`config.mk`:
```
export PLATFORM = sky130hd
export DESIGN_NAME = ram_access_arbiter
export DESIGN_NICKNAME = d
export VERILOG_FILES = /design/src/rtl/ram_access_arbiter.sv
export SDC_FILE = /design/constraint.sdc
export NUM_CORES = 1
export LEC_CHECK = 0
export ABC_CLOCK_PERIOD_IN_PS = 2100
export CORE_MARGIN = 10
export CORE_UTILIZATION = 41
export DETAILED_ROUTE_END_ITERATION = 12
export PLACE_DENSITY = 0.81
export SLEW_MARGIN = 25
export SYNTH_ARGS = -nofsm -noshare
export SYNTH_HDL_FRONTEND = slang
export SYNTH_SLANG_ARGS = --single-unit
```
`constraint.sdc`:
```
create_clock -name clk -period 2.1 [get_ports clk]
set_clock_uncertainty 0.05 [all_clocks]
set_input_delay 0.315 -clock clk [delete_from_list [all_inputs] [get_ports clk]]
set_output_delay 0.315 -clock clk [all_outputs]
set_load 0.005 [all_outputs]
```
`src/rtl/ram_access_arbiter.sv`:
```
// Purpose : round-robin (or fixed-priority) arbiter sharing one single-port RAM among NUM_REQ clients.
// Latency : req sampled at cycle k -> RAM strobe at k+1 -> done pulse at k+3 -> next arbitration at k+4.
// Backpres: no skid or queue; a requester holds req until granted, and the grant is held for the whole transaction.
//
// Ports:
//   clk, reset          rising-edge clock, synchronous active-low reset
//   req/req_we          per-requester level request and op (1=write, 0=read)
//   req_addr/req_wdata  flattened per-requester address / write data (slot i at [i*W +: W])
//   gnt/done            one-hot grant (whole transaction) and one-cycle completion pulse
//   rdata               read data, valid in the done cycle of a read, held between reads
//   busy                high whenever the arbiter is not idle
//   mem_*               RAM command port (registered-read RAM, 1-cycle read latency)
//
// Build option: define RAM_ARB_FIXED_PRIO_EN for fixed priority (lowest index wins,
// pointer held at 0). Default build is round-robin.

module ram_access_arbiter #(
  parameter int NUM_REQ = 4,
  parameter int ADDR_W  = 4,
  parameter int DATA_W  = 8
) (
  input  logic                        clk,
  input  logic                        reset,
  input  logic [NUM_REQ-1:0]          req,
  input  logic [NUM_REQ-1:0]          req_we,
  input  logic [NUM_REQ*ADDR_W-1:0]   req_addr,
  input  logic [NUM_REQ*DATA_W-1:0]   req_wdata,
  output logic [NUM_REQ-1:0]          gnt,
  output logic [NUM_REQ-1:0]          done,
  output logic [DATA_W-1:0]           rdata,
  output logic                        busy,
  output logic [ADDR_W-1:0]           mem_addr,
  output logic                        mem_read,
  output logic                        mem_write,
  output logic [DATA_W-1:0]           mem_wdata,
  input  logic [DATA_W-1:0]           mem_rdata
);

  localparam int IDX_W = (NUM_REQ > 1) ? $clog2(NUM_REQ) : 1;

  typedef enum logic [1:0] {
    IDLE = 2'd0,
    CMD  = 2'd1,
    WAIT = 2'd2,
    DONE = 2'd3
  } state_t;

  state_t state, state_n;

  // Arbitration bookkeeping
  logic [IDX_W-1:0]   ptr;        // round-robin start index
  logic [IDX_W-1:0]   win_q;      // latched winner of the current transaction
  logic               op_we;      // latched op of the current transaction

  // Combinational arbitration results (only consumed in IDLE)
  logic               win_found;
  logic [IDX_W-1:0]   win_idx;
  logic [IDX_W:0]     cand;       // one extra bit so ptr+k never overflows before the wrap
  logic               sel_we;
  logic [ADDR_W-1:0]  sel_addr;
  logic [DATA_W-1:0]  sel_wdata;
  logic [NUM_REQ-1:0] win_onehot;
  logic [NUM_REQ-1:0] cur_onehot;

  // ------------------------------------------------------------------
  // Winner search: first set req bit at or after ptr, wrapping at
  // NUM_REQ-1 -> 0. The wrap is an explicit subtract so that a
  // non-power-of-two NUM_REQ never lands on an unused index. In the
  // fixed-priority build ptr is pinned to 0, so the same scan yields
  // the lowest requesting index.
  // ------------------------------------------------------------------
  always_comb begin : arbitrate
    win_found = 1'b0;
    win_idx   = '0;
    cand      = '0;
    for (int k = 0; k < NUM_REQ; k++) begin
      cand = {1'b0, ptr} + (IDX_W+1)'(k);
      if (cand >= (IDX_W+1)'(NUM_REQ)) begin
        cand = cand - (IDX_W+1)'(NUM_REQ);
      end
      if (!win_found && req[cand[IDX_W-1:0]]) begin
        win_found = 1'b1;
        win_idx   = cand[IDX_W-1:0];
      end
    end
  end

  // Mux out the winner's command fields and build one-hot vectors.
  always_comb begin : select_fields
    sel_we     = 1'b0;
    sel_addr   = '0;
    sel_wdata  = '0;
    win_onehot = '0;
    cur_onehot = '0;
    for (int i = 0; i < NUM_REQ; i++) begin
      if (win_idx == IDX_W'(i)) begin
        sel_we        = req_we[i];
        sel_addr      = req_addr[i*ADDR_W +: ADDR_W];
        sel_wdata     = req_wdata[i*DATA_W +: DATA_W];
        win_onehot[i] = 1'b1;
      end
      if (win_q == IDX_W'(i)) begin
        cur_onehot[i] = 1'b1;
      end
    end
  end

  // ------------------------------------------------------------------
  // FSM: state register
  // ------------------------------------------------------------------
  always_ff @(posedge clk) begin
    if (!reset) begin
      state <= IDLE;
    end else begin
      state <= state_n;
    end
  end

  // ------------------------------------------------------------------
  // FSM: next state and RAM strobes. Strobes are decoded from state so
  // they drop on the same edge that a reset forces the FSM to IDLE, and
  // read/write are mutually exclusive by construction.
  // ------------------------------------------------------------------
  always_comb begin : fsm_next
    state_n   = state;
    mem_read  = 1'b0;
    mem_write = 1'b0;
    case (state)
      IDLE: begin
        if (win_found) begin
          state_n = CMD;
        end
      end
      CMD: begin
        mem_write = op_we;
        mem_read  = !op_we;
        state_n   = WAIT;
      end
      WAIT: begin
        state_n = DONE;
      end
      DONE: begin
        state_n = IDLE;
      end
      default: begin
        state_n = IDLE;
      end
    endcase
  end

  assign busy = (state != IDLE);

  // ------------------------------------------------------------------
  // Datapath: grant/command latch, read capture, done pulse, pointer.
  // mem_addr/mem_wdata keep their latched value until the next grant.
  // ------------------------------------------------------------------
  always_ff @(posedge clk) begin
    if (!reset) begin
      gnt       <= '0;
      done      <= '0;
      rdata     <= '0;
      ptr       <= '0;
      win_q     <= '0;
      op_we     <= 1'b0;
      mem_addr  <= '0;
      mem_wdata <= '0;
    end else begin
      case (state)
        IDLE: begin
          if (win_found) begin
            gnt       <= win_onehot;
            win_q     <= win_idx;
            op_we     <= sel_we;
            mem_addr  <= sel_addr;
            mem_wdata <= sel_wdata;
          end
        end
        WAIT: begin
          // RAM registered output is valid now; writes leave rdata alone.
          if (!op_we) begin
            rdata <= mem_rdata;
          end
          done <= cur_onehot;
        end
        DONE: begin
          gnt  <= '0;
          done <= '0;
`ifdef RAM_ARB_FIXED_PRIO_EN
          ptr  <= '0;
`else
          if (win_q == IDX_W'(NUM_REQ-1)) begin
            ptr <= '0;
          end else begin
            ptr <= win_q + 1'b1;
          end
`endif
        end
        default: begin
        end
      endcase
    end
  end

endmodule

```
* After elaboration in Yosys (flattened, before gate mapping)
Cells that the tools add are included.
Storage, ports and cells: output and inout bits 31, bits in registers 35, input port bits 66
Cells by class: eq/ne operators 10, reduce and logical (&&, ||, !) cells 16, bitwise gates (word level) 1, add/sub/neg operators 8, mux-type cells 48, order comparisons 8
Operators by type and width (number):
- 8-bit two-way mux | 4
- 1-bit two-way mux | 22
- 2-bit two-way mux | 10
- 4-bit two-way mux | 5
- 4-bit case mux with 2 select lines | 2
- 2-bit equality test (second input constant) | 6
- 2-bit by 3-bit less-than comparator with 1-bit output (second input constant) | 4
- 3-bit greater-or-equal comparator (second input constant) | 3
- 1-bit binary-select mux with 2-bit select | 4
- 2-bit case mux with 4 select lines | 1
- 2-bit by 1-bit subtractor with 2-bit output (second input constant) | 4
- 2-bit by 2-bit adder with 3-bit output (second input constant) | 2
- 2-bit by 1-bit equality test with 1-bit output (second input constant) | 3
- 2-bit zero test | 3
- 2-bit AND reduction | 3
- 2-bit nonzero test | 3
- 1-bit zero test | 4
- 2-bit by 1-bit adder with 3-bit output (second input constant) | 1
- 2-bit by 3-bit greater-or-equal comparator with 1-bit output (second input constant) | 1
- 1-bit logical AND | 3
- 2-bit by 1-bit adder with 2-bit output (second input constant) | 1
- 2-bit inequality test (second input constant) | 1
- 1-bit NOT | 1

* Depth between registers and ports, before layout
depth in word-level cells 19, depth in mapped cells 8, mapped depth without buffers 7

* Worst setup path after synthesis
OpenSTA, ideal clock, no wires.
kind input port to flip-flop, start input req[0], end register mem_wdata[4], arrival time 1.625 ns, cell stages on the path 7, data required time 1.916 ns, path slack 0.291 ns, cell sequence nor2b_1 -> or4b_1 -> buf_6 -> buf_2 -> and3_1 -> a211oi_1 -> o31ai_1
On the way: word-level cells in the longest chain between the ends 17, elaborated cells between the ends (all ways) 31
RTL lines:
- from (decl) | RTL line 24 | input logic [NUM_REQ-1:0] req,
- 1-bit binary-select mux with 2-bit select | RTL line 81 | if (!win_found && req[cand[IDX_W-1:0]]) begin
- 1-bit two-way mux (implied by the code) | RTL line 81
- 1-bit two-way mux | RTL line 81
- 1-bit zero test | RTL line 81
- 1-bit logical AND | RTL line 81
- 1-bit two-way mux | RTL line 81
- 1-bit zero test | RTL line 81
- 1-bit logical AND | RTL line 81
- 1-bit two-way mux | RTL line 81
- 1-bit zero test | RTL line 81
- 1-bit logical AND | RTL line 81
- 2-bit two-way mux | RTL line 81
- 2-bit zero test | RTL line 96 | if (win_idx == IDX_W'(i)) begin
- 8-bit two-way mux (4 in a row) | RTL line 96
- to (signal assigned) | RTL line 175 | mem_wdata <= sel_wdata;
- to (decl) | RTL line 35 | output logic [DATA_W-1:0] mem_wdata,
Several ways; a longest one is shown, not always the timed one. The select of a mux whose other input is x is not followed. A chain may end at the register's enable or synchronous reset.

* Final worst setup path
start register ptr[0], end register op_we
On the way: word-level cells in the longest chain between the ends 19, elaborated cells between the ends (all ways) 46
RTL lines:
- from (decl) | RTL line 51 | logic [IDX_W-1:0] ptr;
- from (signal assigned) | RTL line 194 | ptr <= win_q + 1'b1;
- branches (longest 19 deep; another with 2-bit by 1-bit adder with 3-bit output)
- to (signal assigned) | RTL line 173 | op_we <= sel_we;
- to (decl) | RTL line 53 | logic op_we;
Parallel ways; which one is timed is not known. The select of a mux whose other input is x is not followed.

==> results.toml <==
[worst_setup_path]
r2r_end = "op_we"
r2r_start = "ptr[0]"
path_max_fanout = 13
worstSetupPathType = "flop to flop"
crit_arrival_ps = 2150
r2r_slack_ps = 90
crit_path_end_kind = "flop"
required_ps = 2230
rr_worst_depth = 7
start_kind = "flop"

[floorplan]
io_pins = 97
dieWidth_um = 89.77
die_h_um = 89.77
die_area_um2 = 8058
initial_core_util_pct = 42.25
rows = 25
core_area_um2 = 4723

[final_layout]
antenna_cells = 0
syn_to_final_growth_pct = 65.89
finalInstanceArea_um2 = 3311
layout-drive-gt1-share_pct = 13.50
nets = 400
fin_util_pct = 70.09

[yosys]
netlist_area_um2 = 1996
synthCells = 219
synth_cell_types = 31
ys_warn_count = 0
synth_nets = 294
ys_seq_elements = 35
synth.avg_cell_area_um2 = 9.113
seq_area_frac_synth_pct = 35.11

[sta]
finalMaxSlewViolations = 0
worst_slew_pin_slew_ps = 555.3
fmax_ghz = 0.4972
fin_crit_ps = 2011
whs_ps = 404.7
period_share_pct = 95.77
rsz0062_at_grt = "false"
hold_viol = 0
setup_viol = 0
tns_ps = 0
max-slew-margin-rel_pct = 62.98

[grt]
grt_pass1_wl_um = 10880
grt_pass1_vias = 2074
grt_start_max_net_pins = 27
grt_usage_pct = 16.38
antenna_found_initial = 0
overflow = 0

[clock_tree]
numClockSinks = 35
clk_pin_slew_ps = 80
cts_tree = "done"
htree_levels = 2
cts-root-buf = "clkbuf_8"
holdBufCountCts = 0
clk_path_buf_depth = 2
clock_latency_ps = 300
cts_buffers = 5

[run]
max_cap_violations = 0

[placed_design]
io_buffers = 96
placed_area_um2 = 3098
hpwlAfterDp_um = 5287
gp_congestion = 0.8476

[drt]
vias = 2091
totalWireLength_um = 7262
first_pass_iters = 4
first_iter_violations = 122
vias_per_cell = 5.321
wl_per_cell_um = 18.48
drt.antenna.violating_nets = 0
post-route-drc-count = 0

[outcome]
status = "complete, no violations"

[power_and_ir_drop]
power_density_nw_per_um2 = 756.9
power_w = 0.002506
ir_drop_mv = 0.3914
power.leakage_nw = 1.311

[min_path]
hold-path-cell-count = 2
hp-class = "flop to flop"
holdPathEnd = "mem_wdata[7]"
hp-start = "mem_wdata[7]"
-- kinds of logic (layout without fill, tap and decap cells) --
kind of cell,Yosys count,in the layout,share of synthesized area [%]
AND/OR/NAND/NOR,86,86,23.64
AO/OA/AOI/OAI,52,52,21.44
multiplexers,14,14,7.022
adder cells (fa/ha/maj),9,9,5.643
buffers and inverters,23,130,7.147
flip-flops,35,35,35.11
-- critical path, cell delays in order (launching register included) --
cell and delay [ps]:
dfxtp_1 380, nor2b_2 60, or4b_4 550, buf_4 180, clkbuf_16 160, and3_1 210, a211oi_2 210, o31ai_1 100
-- worst max path at each step --
stage                        start      endpoint  slack, ps
after global routing      state[0]          busy         20
final                       ptr[0]         op_we         90
after detailed placement    req[3]  mem_wdata[3]       -310
after CTS                   req[3]  mem_wdata[3]         20
after floorplan             req[0]  mem_wdata[4]        290
after global placement      req[1]  mem_wdata[3]       -290
-- layout make-up --
class | count | area (um2)
flip-flops and latches | 35 | 700.7
well taps | 67 | 83.83
fillers | 367 | 1413
repair buffers | 116 | 1222
inverters | 6 | 22.52
multi-input cells | 161 | 1192
clock inverters | 3 | 20.02
clock buffers | 5 | 68.82
-- synthesized netlist by cell type --
master    count  area, um2
a211oi_1     23      172.7
a211oi_2      4      50.05
a21boi_1      1      7.510
a21o_1        1      7.510
a21oi_1       1      5.000
a32oi_1       4      35.03
and2_1        4      25.02
and3_1       26      162.7
buf_12        2      40.04
buf_2         4      20.02
buf_4         1      7.510
buf_6         2      22.52
clkbuf_1      8      30.03
dfxtp_1      35      700.7
ha_1          9      112.6
inv_1         6      22.52
mux2i_1      14      140.1
nand2_1      19      71.32
nand2_4       1      11.26
nand2b_1      1      6.260
nand3_1       1      5.000
nor2_1       11      41.29
nor2b_1      21      131.4
o211a_1       1      10.01
o21ai_0       2      10.01
o21ba_2       1      10.01
o21bai_1      1      7.510
o31ai_1      10      75.07
o31ai_2       3      37.54
or4_1         1      7.510
or4b_1        1      10.01
-- cell usage in the layout, fill, tap and decap left out, drive strengths merged, types with 2 or more instances in the layout --
cell and instances:
nor2b 21, nor2 11, and3 26, clkbuf 7, dfxtp 35, clkinvlp 2
and2 4, ha 9, o31ai 13, o21ai 2, a211oi 27, dlymetal6s2s 4
clkdlybuf4s50 92, mux2i 14, buf 18, a32oi 4, inv 6, nand2 20
-- power by group --
| group | internal, W | switching [W] |
|---|---|---|
| Sequential | 0.000797 | 0.0000827 |
| Clock | 0.000231 | 0.000277 |
| Combinational | 0.000628 | 0.000489 |
-- stage by stage --
stage,worst slack [ps],instances
4_1_cts,17.95,390
5_1_grt,19.53,393
3_5_place_dp,-311.6,382
6_report,88.89,393
2_1_floorplan,291.1,219
3_3_place_gp,-285.4,382
-- flip-flops by register name, indices dropped and copies added (netlist names) --
name / cells
win_q: 2
op_we: 1
state: 2
rdata: 8
gnt: 4
mem_wdata: 8
mem_addr: 4
done: 4
ptr: 2
-- metal layers --
layer / wire, um / vias up / GRT usage (%)
li1: - / 1004 / -
met1: 2854 / 1010 / 17.10
met2: 3888 / 63 / 30.39
met3: 353 / 14 / 4.239
met4: 166 / 0 / 6.334
met5: 0 / - / 0
-- what timing repair did --
item | in CTS | in global routing
resized for setup | 5 | 11
pin swaps | 0 | 2
cloned | 0 | 2
buffers inserted | 0 | 1
setup endpoints to repair | 2 | 11
hold endpoints to repair | 0 | 0
Power figures use the tool's default switching activity.
